## src/rtl/i2c_slave_regfile.sv

```systemverilog
// I2C slave with an internal 8-bit register file, 7-bit addressing, pointer auto-increment and
// burst read/write. SCL/SDA are oversampled and synchronised on the core clock.
`timescale 1ns/1ps
module i2c_slave_regfile #(
  parameter logic [6:0]  SLAVE_ADDR  = 7'h50,
  parameter int unsigned MEM_DEPTH   = 16,
  parameter int unsigned PTR_W       = $clog2(MEM_DEPTH),
  parameter int unsigned SYNC_STAGES = 2
) (
  input  logic             i2c_core_clock_i,
  input  logic             preset_n_i,
  input  logic             scl_i,
  input  logic             sda_i,
  output logic             sda_oe_o,
  output logic             busy_o,
  output logic             wr_valid_o,
  output logic [PTR_W-1:0] wr_addr_o,
  output logic [7:0]       wr_data_o,
  output logic [PTR_W-1:0] ptr_o
);

  localparam logic [3:0] StIdle     = 4'd0;
  localparam logic [3:0] StAddr     = 4'd1;
  localparam logic [3:0] StAddrAck  = 4'd2;
  localparam logic [3:0] StReg      = 4'd3;
  localparam logic [3:0] StWdata    = 4'd4;
  localparam logic [3:0] StDataAck  = 4'd5;
  localparam logic [3:0] StRdata    = 4'd6;
  localparam logic [3:0] StRdataAck = 4'd7;
  localparam logic [3:0] StIgnore   = 4'd8;

  logic [SYNC_STAGES-1:0] scl_sync_q, sda_sync_q;
  logic                   scl_prev_q, sda_prev_q;
  logic                   scl_s, sda_s, scl_rise, scl_fall, start_det, stop_det;

  logic [3:0]       state_q, state_d;
  logic [3:0]       cnt_q, cnt_d;
  logic [7:0]       shift_q, shift_d;
  logic [PTR_W-1:0] ptr_q, ptr_d, wr_addr_q, wr_addr_d;
  logic [7:0]       wr_data_q, wr_data_d;
  logic             sda_oe_q, sda_oe_d, busy_q, busy_d, wr_valid_q, wr_valid_d;
  logic             mem_we;
  logic [7:0]       mem_q [MEM_DEPTH];
  logic [7:0]       rd_byte;

  assign scl_s     = scl_sync_q[SYNC_STAGES-1];
  assign sda_s     = sda_sync_q[SYNC_STAGES-1];
  assign scl_rise  = scl_s & ~scl_prev_q;
  assign scl_fall  = ~scl_s & scl_prev_q;
  assign start_det = scl_s & scl_prev_q & sda_prev_q & ~sda_s;
  assign stop_det  = scl_s & scl_prev_q & ~sda_prev_q & sda_s;
  assign rd_byte   = mem_q[ptr_q];

  always_comb begin
    state_d    = state_q;
    cnt_d      = cnt_q;
    shift_d    = shift_q;
    ptr_d      = ptr_q;
    sda_oe_d   = sda_oe_q;
    busy_d     = busy_q;
    wr_valid_d = 1'b0;
    wr_addr_d  = wr_addr_q;
    wr_data_d  = wr_data_q;
    mem_we     = 1'b0;
    if (stop_det) begin
      state_d  = StIdle;
      sda_oe_d = 1'b0;
      busy_d   = 1'b0;
    end else if (start_det) begin
      state_d  = StAddr;
      cnt_d    = 4'd0;
      sda_oe_d = 1'b0;
    end else begin
      // Byte reception is shared by the three receiving states.
      if (scl_rise && cnt_q != 4'd8 &&
          (state_q == StAddr || state_q == StReg || state_q == StWdata)) begin
        shift_d = {shift_q[6:0], sda_s};
        cnt_d   = cnt_q + 4'd1;
      end
      case (state_q)
        StAddr: begin
          if (scl_fall && cnt_q == 4'd8) begin
            if (shift_q[7:1] == SLAVE_ADDR) begin
              state_d  = StAddrAck;
              sda_oe_d = 1'b1;
              busy_d   = 1'b1;
            end else begin
              state_d = StIgnore;
              busy_d  = 1'b0;
            end
          end
        end
        StAddrAck: begin
          if (scl_fall) begin
            if (shift_q[0]) begin
              state_d  = StRdata;
              sda_oe_d = ~rd_byte[7];
              shift_d  = {rd_byte[6:0], 1'b0};
              cnt_d    = 4'd1;
            end else begin
              state_d  = StReg;
              sda_oe_d = 1'b0;
              cnt_d    = 4'd0;
            end
          end
        end
        StReg: begin
          if (scl_fall && cnt_q == 4'd8) begin
            if ({24'd0, shift_q} < MEM_DEPTH) begin
              ptr_d    = shift_q[PTR_W-1:0];
              sda_oe_d = 1'b1;
              state_d  = StDataAck;
            end else begin
              state_d = StIgnore;
              busy_d  = 1'b0;
            end
          end
        end
        StWdata: begin
          if (scl_fall && cnt_q == 4'd8) begin
            mem_we     = 1'b1;
            wr_valid_d = 1'b1;
            wr_addr_d  = ptr_q;
            wr_data_d  = shift_q;
            ptr_d      = ptr_q + 1'b1;
            sda_oe_d   = 1'b1;
            state_d    = StDataAck;
          end
        end
        StDataAck: begin
          if (scl_fall) begin
            sda_oe_d = 1'b0;
            cnt_d    = 4'd0;
            state_d  = StWdata;
          end
        end
        StRdata: begin
          // cnt_q == 0 marks a byte still to be loaded after a master ACK.
          if (scl_fall) begin
            if (cnt_q == 4'd0) begin
              sda_oe_d = ~rd_byte[7];
              shift_d  = {rd_byte[6:0], 1'b0};
              cnt_d    = 4'd1;
            end else if (cnt_q == 4'd8) begin
              sda_oe_d = 1'b0;
              state_d  = StRdataAck;
            end else begin
              sda_oe_d = ~shift_q[7];
              shift_d  = {shift_q[6:0], 1'b0};
              cnt_d    = cnt_q + 4'd1;
            end
          end
        end
        StRdataAck: begin
          if (scl_rise) begin
            ptr_d = ptr_q + 1'b1;
            if (sda_s) begin
              state_d = StIgnore;
              busy_d  = 1'b0;
            end else begin
              state_d = StRdata;
              cnt_d   = 4'd0;
            end
          end
        end
        StIgnore: sda_oe_d = 1'b0;
        default:  state_d = StIdle;
      endcase
    end
  end

  always_ff @(posedge i2c_core_clock_i) begin
    if (!preset_n_i) begin
      scl_sync_q <= '1;
      sda_sync_q <= '1;
      scl_prev_q <= 1'b1;
      sda_prev_q <= 1'b1;
      state_q    <= StIdle;
      cnt_q      <= 4'd0;
      shift_q    <= 8'h00;
      ptr_q      <= '0;
      sda_oe_q   <= 1'b0;
      busy_q     <= 1'b0;
      wr_valid_q <= 1'b0;
      wr_addr_q  <= '0;
      wr_data_q  <= 8'h00;
    end else begin
      scl_sync_q <= {scl_sync_q[SYNC_STAGES-2:0], scl_i};
      sda_sync_q <= {sda_sync_q[SYNC_STAGES-2:0], sda_i};
      scl_prev_q <= scl_s;
      sda_prev_q <= sda_s;
      state_q    <= state_d;
      cnt_q      <= cnt_d;
      shift_q    <= shift_d;
      ptr_q      <= ptr_d;
      sda_oe_q   <= sda_oe_d;
      busy_q     <= busy_d;
      wr_valid_q <= wr_valid_d;
      wr_addr_q  <= wr_addr_d;
      wr_data_q  <= wr_data_d;
    end
  end

  always_ff @(posedge i2c_core_clock_i) begin
    if (!preset_n_i) begin
      for (int i = 0; i < MEM_DEPTH; i++) mem_q[i] <= 8'h00;
    end else if (mem_we) begin
      mem_q[ptr_q] <= shift_q;
    end
  end

  assign sda_oe_o   = sda_oe_q;
  assign busy_o     = busy_q;
  assign wr_valid_o = wr_valid_q;
  assign wr_addr_o  = wr_addr_q;
  assign wr_data_o  = wr_data_q;
  assign ptr_o      = ptr_q;

endmodule

```

## config.mk

```make
export PLATFORM = sky130hd
export DESIGN_NAME = i2c_slave_regfile
export DESIGN_NICKNAME = d
export VERILOG_FILES = /design/src/rtl/i2c_slave_regfile.sv
export SDC_FILE = /design/constraint.sdc
export NUM_CORES = 1
export LEC_CHECK = 0
export CAP_MARGIN = 20
export CORE_MARGIN = 2
export CORE_UTILIZATION = 55
export CTS_CLUSTER_DIAMETER = 40
export DETAILED_ROUTE_END_ITERATION = 12
export PLACE_DENSITY = 0.83
export SYNTH_ARGS = -nofsm -noshare
export SYNTH_HDL_FRONTEND = slang
export SYNTH_SLANG_ARGS = --single-unit
```

## constraint.sdc

```tcl
create_clock -name i2c_core_clock_i -period 2.6 [get_ports i2c_core_clock_i]
set_input_delay 0.52 -clock i2c_core_clock_i [delete_from_list [all_inputs] [get_ports i2c_core_clock_i]]
set_output_delay 0.52 -clock i2c_core_clock_i [all_outputs]
set_load 0.02 [all_outputs]
```

==> results of run 1 <==
==> cell usage after synthesis (all sizes together), types with 7 or more instances <==
library cell / n / area (sq um)
nor3: 37 / 230.2
and2: 101 / 631.9
nand3: 16 / 80.08
nand2b: 10 / 62.56
a211oi: 9 / 67.56
o211ai: 7 / 52.55
o21ai: 33 / 165.1
a21boi: 13 / 97.59
nor2b: 15 / 93.84
clkbuf: 46 / 172.7
a22oi: 8 / 60.06
a21oi: 10 / 50.05
inv: 10 / 37.54
a31oi: 8 / 50.05
mux4: 32 / 720.7
dfxtp: 45 / 900.9
edfxtp: 128 / 3844
buf: 12 / 68.81
nor2: 35 / 156.4
nand2: 55 / 206.5
==> worst paths after layout <==
| path | endpoint | cells past startpoint | from | slack (ns) |
|---|---|---|---|---|
| setup reg to reg | mem_q[0][3] | 5 | state_q[1] | 0.12 |
| setup / recovery | mem_q[0][3] | 5 | state_q[1] | 0.12 |
| hold / removal | sda_sync_q[1] | 1 | sda_sync_q[0] | 0.42 |
| hold reg to reg | sda_sync_q[1] | 1 | sda_sync_q[0] | 0.42 |
==> routing by layer <==
metal | vias to the layer above | share of wire, % | GRT usage [%] | wire length [microns]
li1 | 2770 | - | - | -
met1 | 3121 | 38 | 37.23 | 8375
met2 | 444 | 47 | 43.26 | 10290
met3 | 97 | 11 | 6.902 | 2372
met4 | 0 | 4.7 | 13.04 | 1032
met5 | - | 0 | 0 | 0
==> worst max-delay path: stages (launching register included) <==
cell     delay, ns
dfxtp_1       0.31
or4b_4        0.57
or3_4         0.35
or3_1         0.36
buf_12        0.18
o21ai_2       0.34
==> logic make-up after synthesis <==
family	count (synthesis)
flops	173
compound gates	129
buf+inv	70
mux	41
xor+xnor	2
fa+ha+maj	6
simple gates	301
==> placed cells by master (no fill, tap or decap), drive strengths merged, types with 7 or more instances in the layout <==
cell	instances
edfxtp	128
and2	101
buf	58
nand2	55
dfxtp	45
nor3	37
nor2	35
o21ai	33
mux4	32
clkdlybuf4s50	21
inv	19
clkbuf	17
nand3	16
nor2b	15
a21boi	13
nand2b	10
a21oi	10
a211oi	9
a31oi	8
a22oi	8
clkinv	8
o211ai	7
==> flip-flops by register name, indices dropped and copies added, names as in the netlist, named ones only <==
register and cells:
sda_oe_o 1, scl_sync_q 2, ptr_o 4, sda_sync_q 2, mem_q 128, wr_addr_o 4, busy_o 1, wr_data_o 8
scl_prev_q 1, sda_prev_q 1, wr_valid_o 1, cnt_q 4, state_q 4, shift_q 8
==> layout make-up <==
class | instances | area, sq um
Inverter | 12 | 45.04
Clock buffer | 17 | 425.4
Clock inverter | 15 | 183.9
Multi-Input combinational cell | 479 | 3530
Timing Repair Buffer | 79 | 655.6
Fill cell | 1115 | 5381
Tap cell | 188 | 235.2
Sequential cell | 173 | 4746
==> through the flow <==
stage                     util (%)  instance area [sq um]  worst slack (ns)  hold slack, ns  TNS, ns
after floorplan                  -                   8554           -0.2161          0.3863   -3.458
after CTS                    64.56                   9814            0.1256          0.4206        0
after global placement       60.55                   9205            0.1773          0.3997        0
after detailed placement     60.55                   9205            0.1487          0.4094        0
final                        64.60                   9821            0.1223          0.4157        0
after global routing         64.60                   9821           0.02716          0.4477        0
==> power groups by stage <==
stage / Combinational [mW] / Clock, mW / Sequential, mW
6_report: 0.252 / 2.56 / 3.11
5_1_grt: 0.265 / 2.70 / 3.12
4_1_cts: 0.245 / 2.58 / 3.11
3_5_place_dp: 0.242 / 0 / 3.17
3_3_place_gp: 0.236 / 0 / 3.17
2_1_floorplan: 0.150 / 0 / 3.14
==> load_flow_metrics.sql, run 1 <==
INSERT INTO impl_metrics (metric_group, metric, value, unit) VALUES
('status', 'run_status', 'finished, final reports clean', ''),
('drt', 'drcViolationCount', '0', ''),
('clock_network', 'post-cts-setup-buffer-count', '0', ''),
('grt', 'grt_remaining_overflow', '0', ''),
('worst_setup_path', 'crit_path_start_kind', 'flip-flop', ''),
('floorplanning', 'die_x', '128.7', 'microns'),
('logic_synthesis', 'synth.avg_cell_area', '11.84', 'sq um'),
('power', 'pwr-share-comb', '4.3', '%'),
('finish', 'finish.cell_count_without_fillers', '963', ''),
('placement', 'numPortBuffers', '22', ''),
('logic_synthesis', 'share_of_the_synthesized_area_in_compound_gates_ao_oa_aoi_oai', '10.45', '%'),
('power', 'post_route_total_power', '5.928', 'mW'),
('logic_synthesis', 'dominant_combinational_cell_family_by_area_after_synthesis', 'simple AND/OR/NAND/NOR gates', ''),
('timing', 'fin_crit_sh', '95.30', '%'),
('logic_synthesis', 'mappedNetlistArea', '8547', 'sq um'),
('clock_network', 'cts_num_sinks', '173', ''),
('finish', 'design.final.nets', '772', ''),
('logic_synthesis', 'synth_ff_type', 'edfxtp_1', ''),
('logic_synthesis', 'synth.area.mux_share', '9.530', '%'),
('drt', 'vias', '6432', ''),
('logic_synthesis', 'ys.warnings.count', '0', ''),
('power', 'cell_internal_pwr', '4.474', 'mW'),
('worst_setup_path', 'crit_fanout', '16', ''),
('floorplanning', 'fp.dieArea', '16550', 'sq um'),
('worst_setup_path', 'timing.critical_path.arrival', '2.58', 'ns'),
('floorplanning', 'pin_count', '23', ''),
('logic_synthesis', 'synthDistinctLibCells', '65', ''),
('power', 'power_frac_clock', '43.2', '%'),
('timing', 'worst_pin_slew', '1.083', 'ns'),
('logic_synthesis', 'post_synth_and_or_nand_nor_area_fraction', '20.07', '%'),
('finish', 'flow.area_growth_from_synthesis', '14.90', '%'),
('grt', 'grt_first_pass_wirelength', '34190', 'microns'),
('clock_network', 'tritoncts.num_buffers', '17', ''),
('floorplanning', 'dieHeight', '128.7', 'microns'),
('drt', 'vias_per_cell', '6.679', ''),
('floorplanning', 'start_util', '56.22', '%'),
('timing', 'finalHoldViolations', '0', ''),
('power', 'pwr_density_cell', '603.7', 'nW/um^2'),
('logic_synthesis', 'post_synth_edffs', '128', ''),
('power', 'leakage_power', '3.303', 'nW'),
('logic_synthesis', 'netlist_instances', '722', ''),
('drt', 'firstDrtPassIters', '7', ''),
('grt', 'vias_in_the_first_global_route', '6138', ''),
('logic_synthesis', 'syn-num-nets', '732', ''),
('drt', 'wl_per_cell', '22.91', 'microns'),
('timing', 'setup_violations', '0', ''),
('clock_network', 'clk_root_buffer_cell', 'clkbuf_16', ''),
('logic_synthesis', 'yosys_register_bits', '173', ''),
('logic_synthesis', 'synthAdderAreaFrac', '0.8783', '%'),
('grt', 'grt_start_max_net_pins', '29', ''),
('timing', 'timing.slew.headroom', '27.71', '%'),
('power', 'power_switching_share', '24.54', '%'),
('power', 'peakVddDrop', '570.1', 'uV'),
('worst_setup_path', 'setup.worst_path.end_class', 'flip-flop', ''),
('floorplanning', 'design.core.area', '15200', 'sq um'),
('hold_path', 'worstHoldPathType', 'flip-flop to flip-flop', ''),
('placement', 'detailedPlacementHpwl', '14900', 'microns'),
('timing', 'report.final.slew_viol_count', '0', ''),
('drt', 'drtIter0Drc', '952', ''),
('timing', 'clock-skew-final', '0.009522', 'ns'),
('clock_network', 'clock_tree.buffer_depth', '2', ''),
('placement', 'place.gp.congestion', '0.9231', ''),
('placement', 'number_of_instances_in_the_placed_design', '931', ''),
('power', 'power.sequential.fraction', '52.5', '%'),
('job', 'maximum_capacitance_violations', '0', ''),
('timing', 'grt_setup_unrepaired', 'no', ''),
('clock_network', 'cts_hold_repair.buffers', '0', ''),
('clock_network', 'path_clk_slew', '0.07', 'ns'),
('drt', 'route.final.wire_length', '22070', 'microns'),
('timing', 'finalWorstPathRequiredPeriod', '2.478', 'ns'),
('grt', 'grt_antenna_before_repair', '0', '');
Power figures use the tool's default switching activity.
==> run 2: changes to the inputs <==
--- a/config.mk
+++ b/config.mk
@@ -6,6 +6,7 @@
 export NUM_CORES = 1
 export LEC_CHECK = 0
 export CAP_MARGIN = 20
+export CORE_ASPECT_RATIO = 1.75
 export CORE_MARGIN = 2
 export CORE_UTILIZATION = 55
 export CTS_CLUSTER_DIAMETER = 40
==> load_flow_metrics.sql, run 2 (synthesized netlist as in run 1, its figures left out) <==
INSERT INTO impl_metrics (metric_group, metric, value, unit) VALUES
('worst_setup_path', 'worst_path_largest_cell_delay', '0.56', 'ns'),
('timing', 'fmax', '390.1', 'MHz'),
('finish', 'drive_gt1_share', '19.77', '%'),
('power', 'leakage_power', '3.319', 'nW'),
('finish', 'design.final.nets', '776', ''),
('clock_network', 'path_clk_slew', '0.08', 'ns'),
('grt', 'grt_remaining_overflow', '0', ''),
('floorplanning', 'fp.dieArea', '16590', 'sq um'),
('worst_setup_path', 'regToRegStartpoint', 'state_q[1]', ''),
('clock_network', 'cts_hold_repair.buffers', '0', ''),
('clock_network', 'cts_tree', 'built', ''),
('worst_setup_path', 'worst_setup_path_startpoint', 'state_q[1]', ''),
('finish', 'flow.area_growth_from_synthesis', '15.50', '%'),
('finish', 'fillers', '1090', ''),
('timing', 'report.final.slew_viol_count', '0', ''),
('grt', 'vias_in_the_first_global_route', '6553', ''),
('placement', 'number_of_instances_in_the_placed_design', '933', ''),
('finish', 'flip_flop_count_of_the_largest_register_all_copies_and_words_added', '128', ''),
('grt', 'grt_usage', '29.50', '%'),
('timing', 'finalWorstPathRequiredPeriod', '2.564', 'ns'),
('clock_network', 'post-cts-setup-buffer-count', '0', ''),
('timing', 'finalHoldViolations', '0', ''),
('placement', 'detailedPlacementHpwl', '16510', 'microns'),
('floorplanning', 'dieHeight', '168.9', 'microns'),
('finish', 'layout.cells.most_common', 'edfxtp_1', ''),
('timing', 'grt_setup_unrepaired', 'no', ''),
('status', 'run_status', 'finished, final reports clean', ''),
('placement', 'place_ws', '0.04874', 'ns'),
('worst_setup_path', 'path_depth', '6', ''),
('drt', 'vias', '6317', ''),
('finish', 'largest_register_by_flop_count', 'mem_q', ''),
('grt', 'grt_antenna_before_repair', '0', ''),
('worst_setup_path', 'crit_path_start_kind', 'flip-flop', ''),
('worst_setup_path', 'number_of_cells_on_the_worst_reg_to_reg_path', '6', ''),
('worst_setup_path', 'cp_cell_sequence', 'or4b_4 -> or3_4 -> or3_1 -> buf_4 -> o21ai_0 -> buf_4', ''),
('hold_path', 'hold_start', 'sda_sync_q[0]', ''),
('grt', 'grt_first_pass_wirelength', '36800', 'microns'),
('clock_network', 'htree_levels', '4', ''),
('worst_setup_path', 'timing.reg2reg.setup_slack', '0.04', 'ns'),
('finish', 'finish.cell_count_without_fillers', '965', ''),
('worst_setup_path', 'cp_num_buf_inv', '2', ''),
('grt', 'grt_start_max_net_pins', '30', ''),
('timing', 'timing.slew.headroom', '50.04', '%'),
('hold_path', 'worstHoldPathType', 'flip-flop to flip-flop', ''),
('drt', 'drtIter0Drc', '603', ''),
('power', 'pwr_density_cell', '609.7', 'nW/um^2'),
('floorplanning', 'pin_count', '23', ''),
('worst_setup_path', 'worst_setup_path_endpoint', 'mem_q[1][1]', ''),
('worst_setup_path', 'timing.critical_path.arrival', '2.71', 'ns'),
('worst_setup_path', 'required', '2.75', 'ns'),
('timing', 'fin_crit_sh', '98.60', '%'),
('clock_network', 'clk_root_buffer_cell', 'clkbuf_16', ''),
('job', 'maximum_capacitance_violations', '0', ''),
('clock_network', 'clock_insertion_delay_worst_skew', '0.44', 'ns'),
('placement', 'numPortBuffers', '22', ''),
('placement', 'place.gp.congestion', '0.9578', ''),
('timing', 'worst_pin_slew', '0.7393', 'ns'),
('timing', 'postLayoutSetupSlackWorst', '0.03638', 'ns'),
('floorplanning', 'start_util', '55.81', '%'),
('worst_setup_path', 'r2r_end', 'mem_q[1][1]', ''),
('power', 'peakVddDrop', '430.2', 'uV'),
('drt', 'wl_per_cell', '24.47', 'microns'),
('drt', 'vias_per_cell', '6.546', ''),
('drt', 'drcViolationCount', '0', ''),
('floorplanning', 'design.core.area', '15310', 'sq um'),
('clock_network', 'cts_num_sinks', '173', ''),
('drt', 'firstDrtPassIters', '5', ''),
('worst_setup_path', 'setup.worst_path.end_class', 'flip-flop', ''),
('drt', 'final_antenna_net_count', '0', ''),
('worst_setup_path', 'critical-path-slowest-cell', 'or4b_4', ''),
('finish', 'antennaDiodeCount', '0', ''),
('worst_setup_path', 'gate_family_responsible_for_the_most_delay_along_the_worst_path', 'simple AND/OR/NAND/NOR gates', ''),
('worst_setup_path', 'crit_type', 'flip-flop to flip-flop', ''),
('worst_setup_path', 'critical-path-top-cell-by-count', 'buf_4', ''),
('floorplanning', 'placementRows', '60', ''),
('clock_network', 'tritoncts.num_buffers', '17', ''),
('timing', 'setup_violations', '0', ''),
('finish', 'mostFrequentLayoutCells', 'edfxtp_1, and2_1, buf_4', ''),
('worst_setup_path', 'crit_fanout', '16', ''),
('clock_network', 'clock_tree.buffer_depth', '2', ''),
('timing', 'clock-skew-final', '0.01599', 'ns'),
('drt', 'route.final.wire_length', '23620', 'microns'),
('floorplanning', 'die_x', '98.24', 'microns');
run 2: metrics by stage:
stage / power (mW) / hold slack, ns / utilization [%] / TNS (ns) / area, sq um
floorplan: 3.293 / 0.3863 / - / -3.458 / 8554
global placement: 3.399 / 0.3887 / 60.37 / 0 / 9245
detailed placement: 3.418 / 0.4016 / 60.37 / 0 / 9245
CTS: 6.022 / 0.4154 / 64.46 / 0 / 9872
global route: 6.152 / 0.4441 / 64.46 / 0 / 9872
finish: 6.019 / 0.4062 / 64.46 / 0 / 9872
run 2: worst min path at each step:
stage / end / slack [ns] / depth (start not counted)
2_1_floorplan: scl_sync_q[1] / 0.39 / 1
3_3_place_gp: sda_sync_q[1] / 0.39 / 1
6_report: sda_sync_q[1] / 0.41 / 1
5_1_grt: sda_sync_q[1] / 0.44 / 1
4_1_cts: sda_sync_q[1] / 0.42 / 1
3_5_place_dp: scl_sync_q[1] / 0.40 / 1
run 2: repair_timing:
item                                    4_1_cts  5_1_grt
endpoints found under the hold margin         0        0
gates resized for setup                       0        1
endpoints found under the setup margin        0        8
run 2: area by class of cell:
cell class	instances	area [sq um]	area share, %
Multi-Input combinational cell	479	3523	35.69
Clock inverter	15	201.4	2.041
Sequential cell	173	4746	48.07
Tap cell	186	232.7	2.357
Clock buffer	17	425.4	4.309
Inverter	12	45.04	0.4563
Timing Repair Buffer	83	698.2	7.072
run 2: report_power, final:
part / switching [mW] / total [mW] / internal [mW] / leakage (nW)
combinational: 0.159 / 0.259 / 0.100 / 1.44
sequential: 0.0468 / 3.11 / 3.06 / 1.58
clock: 1.26 / 2.65 / 1.40 / 0.301
run 2: per-layer routing:
metal / share of wire (%) / vias to the layer above / track usage (%)
li1: - / 2769 / -
met1: 33 / 3082 / 30.45
met2: 54 / 349 / 53.72
met3: 5.3 / 117 / 4.500
met4: 7.7 / 0 / 20.79
met5: 0 / - / 0
==> run 3: changes to the inputs <==
--- a/config.mk
+++ b/config.mk
@@ -8,10 +8,11 @@
 export CAP_MARGIN = 20
 export CORE_ASPECT_RATIO = 1.75
 export CORE_MARGIN = 2
-export CORE_UTILIZATION = 55
+export CORE_UTILIZATION = 44
 export CTS_CLUSTER_DIAMETER = 40
 export DETAILED_ROUTE_END_ITERATION = 12
-export PLACE_DENSITY = 0.83
+export PLACE_DENSITY = 0.7
+export SLEW_MARGIN = 20
 export SYNTH_ARGS = -nofsm -noshare
 export SYNTH_HDL_FRONTEND = slang
 export SYNTH_SLANG_ARGS = --single-unit
==> load_flow_metrics.sql, run 3 (synthesized netlist as in run 1, its figures left out) <==
INSERT INTO impl_metrics (metric_group, metric, value, unit) VALUES
('status', 'run_status', 'finished, final reports clean', ''),
('floorplanning', 'placementRows', '67', ''),
('floorplanning', 'die_x', '109.4', 'microns'),
('timing', 'setup_violations', '0', ''),
('drt', 'wl_per_cell', '23.39', 'microns'),
('worst_setup_path', 'crit_type', 'flip-flop to flip-flop', ''),
('clock_network', 'path_clk_slew', '0.07', 'ns'),
('clock_network', 'clock_insertion_delay_worst_skew', '0.44', 'ns'),
('drt', 'firstDrtPassIters', '5', ''),
('clock_network', 'cts_num_sinks', '173', ''),
('hold_path', 'worstHoldPathType', 'input port to flip-flop', ''),
('drt', 'drtIter0Drc', '793', ''),
('timing', 'worst_pin_slew', '0.7924', 'ns'),
('placement', 'detailedPlacementHpwl', '16780', 'microns'),
('clock_network', 'tritoncts.num_buffers', '17', ''),
('placement', 'numPortBuffers', '22', ''),
('clock_network', 'cts_tree', 'built', ''),
('floorplanning', 'dieHeight', '188.4', 'microns'),
('drt', 'vias_per_cell', '6.134', ''),
('finish', 'design_area', '9816', 'sq um'),
('worst_setup_path', 'required', '2.69', 'ns'),
('worst_setup_path', 'setup.worst_path.end_class', 'flip-flop', ''),
('timing', 'clock-skew-final', '0.01277', 'ns'),
('floorplanning', 'pin_count', '23', ''),
('clock_network', 'htree_levels', '4', ''),
('finish', 'antennaDiodeCount', '0', ''),
('worst_setup_path', 'crit_path_start_kind', 'flip-flop', ''),
('drt', 'vias', '6195', ''),
('timing', 'postLayoutSetupSlackWorst', '0.1347', 'ns'),
('placement', 'place.gp.congestion', '0.9192', ''),
('worst_setup_path', 'timing.critical_path.arrival', '2.56', 'ns'),
('timing', 'grt_setup_unrepaired', 'no', ''),
('power', 'post_route_total_power', '5.983', 'mW'),
('drt', 'drt-met1-wl', '7851', 'microns'),
('timing', 'fmax', '405.6', 'MHz'),
('floorplanning', 'fp.dieArea', '20600', 'sq um'),
('grt', 'grt_antenna_before_repair', '0', ''),
('grt', 'grt_remaining_overflow', '0', ''),
('worst_setup_path', 'gate_family_responsible_for_the_most_delay_along_the_worst_path', 'simple AND/OR/NAND/NOR gates', ''),
('floorplanning', 'start_util', '44.72', '%'),
('finish', 'largest_register_by_flop_count', 'mem_q', ''),
('timing', 'fin_crit_sh', '94.82', '%'),
('clock_network', 'clk_root_buffer_cell', 'clkbuf_16', ''),
('power', 'leakage_power', '3.248', 'nW'),
('finish', 'multiInputGateArea', '3523', 'sq um'),
('drt', 'route.met3.wl', '1513', 'microns'),
('finish', 'layout.cells.most_common', 'edfxtp_1', ''),
('grt', 'vias_in_the_first_global_route', '6266', ''),
('drt', 'drcViolationCount', '0', ''),
('finish', 'flip_flop_count_of_the_largest_register_all_copies_and_words_added', '128', ''),
('worst_setup_path', 'crit_fanout', '11', ''),
('worst_setup_path', 'cp_cell_sequence', 'or4b_4 -> or3_4 -> or3_1 -> buf_4 -> o21ai_2', ''),
('timing', 'timing.slew.headroom', '46.73', '%'),
('job', 'maximum_capacitance_violations', '0', ''),
('clock_network', 'cts_hold_repair.buffers', '0', ''),
('drt', 'route.final.wire_length', '23620', 'microns'),
('grt', 'grt_usage', '24.20', '%'),
('timing', 'final.hold.worst_slack', '0.4065', 'ns'),
('worst_setup_path', 'critical-path-slowest-cell', 'or4b_4', ''),
('placement', 'place_ws', '0.1517', 'ns'),
('power', 'peakVddDrop', '492.1', 'uV'),
('finish', 'layout.area.seq', '4746', 'sq um'),
('drt', 'route.top_layer_used', 'met4', ''),
('drt', 'final_antenna_net_count', '0', ''),
('finish', 'drive_gt1_share', '18.73', '%'),
('grt', 'grt_first_pass_wirelength', '36380', 'microns'),
('timing', 'report.final.slew_viol_count', '0', ''),
('finish', 'finish.utilization', '51.36', '%'),
('power', 'pwr_density_cell', '609.6', 'nW/um^2'),
('finish', 'fillers', '1616', ''),
('clock_network', 'post-cts-setup-buffer-count', '0', ''),
('finish', 'design.final.nets', '766', ''),
('clock_network', 'cts-resized-gates', '0', ''),
('drt', 'routed-wl-met2', '12370', 'microns'),
('floorplanning', 'design.core.area', '19110', 'sq um'),
('finish', 'flow.area_growth_from_synthesis', '14.84', '%'),
('timing', 'finalHoldViolations', '0', ''),
('worst_setup_path', 'cp_num_buf_inv', '1', ''),
('placement', 'post_dp_cell_area', '9214', 'sq um'),
('finish', 'mostFrequentLayoutCells', 'edfxtp_1, and2_1, nand2_1', ''),
('worst_setup_path', 'worst_path_largest_cell_delay', '0.57', 'ns'),
('timing', 'finalWorstPathRequiredPeriod', '2.465', 'ns'),
('clock_network', 'clock_tree.buffer_depth', '2', ''),
('grt', 'grt_start_max_net_pins', '29', '');
==> run 3: layout make-up <==
type | instances | area share [%]
inverter | 12 | 0.4589
multi-input combinational | 479 | 35.90
sequential | 173 | 48.35
tap | 241 | 3.072
clock inverter | 15 | 1.797
timing repair buffer | 73 | 6.093
clock buffer | 17 | 4.334
==> run 3: routing by layer <==
layer	GRT usage, %	vias up
met5	0	-
met4	17.43	0
met3	5.431	112
met2	41.64	325
met1	25.17	3004
li1	-	2754
==> run 3: per-stage QoR <==
step | instances | TNS (ns)
global route | 1010 | 0
finish | 1010 | 0
global placement | 978 | 0
detailed placement | 978 | 0
CTS | 1010 | 0
floorplan | 722 | -3.458
==> run 3: power by group <==
part           total, mW  internal (mW)  leakage, nW  switching, mW
logic              0.256         0.0950         1.37          0.161
clock network       2.62           1.45        0.295           1.17
registers           3.11           3.06         1.58         0.0442
==> run 3: final timing paths <==
kind	from	endpoint	slack, ns	depth (start not counted)
worst max-delay path	state_q[1]	mem_q[0][7]	0.13	5
worst min-delay path	preset_n_i	flip-flop	0.41	2
worst max register to register	state_q[1]	mem_q[0][7]	0.13	5
worst min register to register	scl_sync_q[0]	scl_sync_q[1]	0.42	1
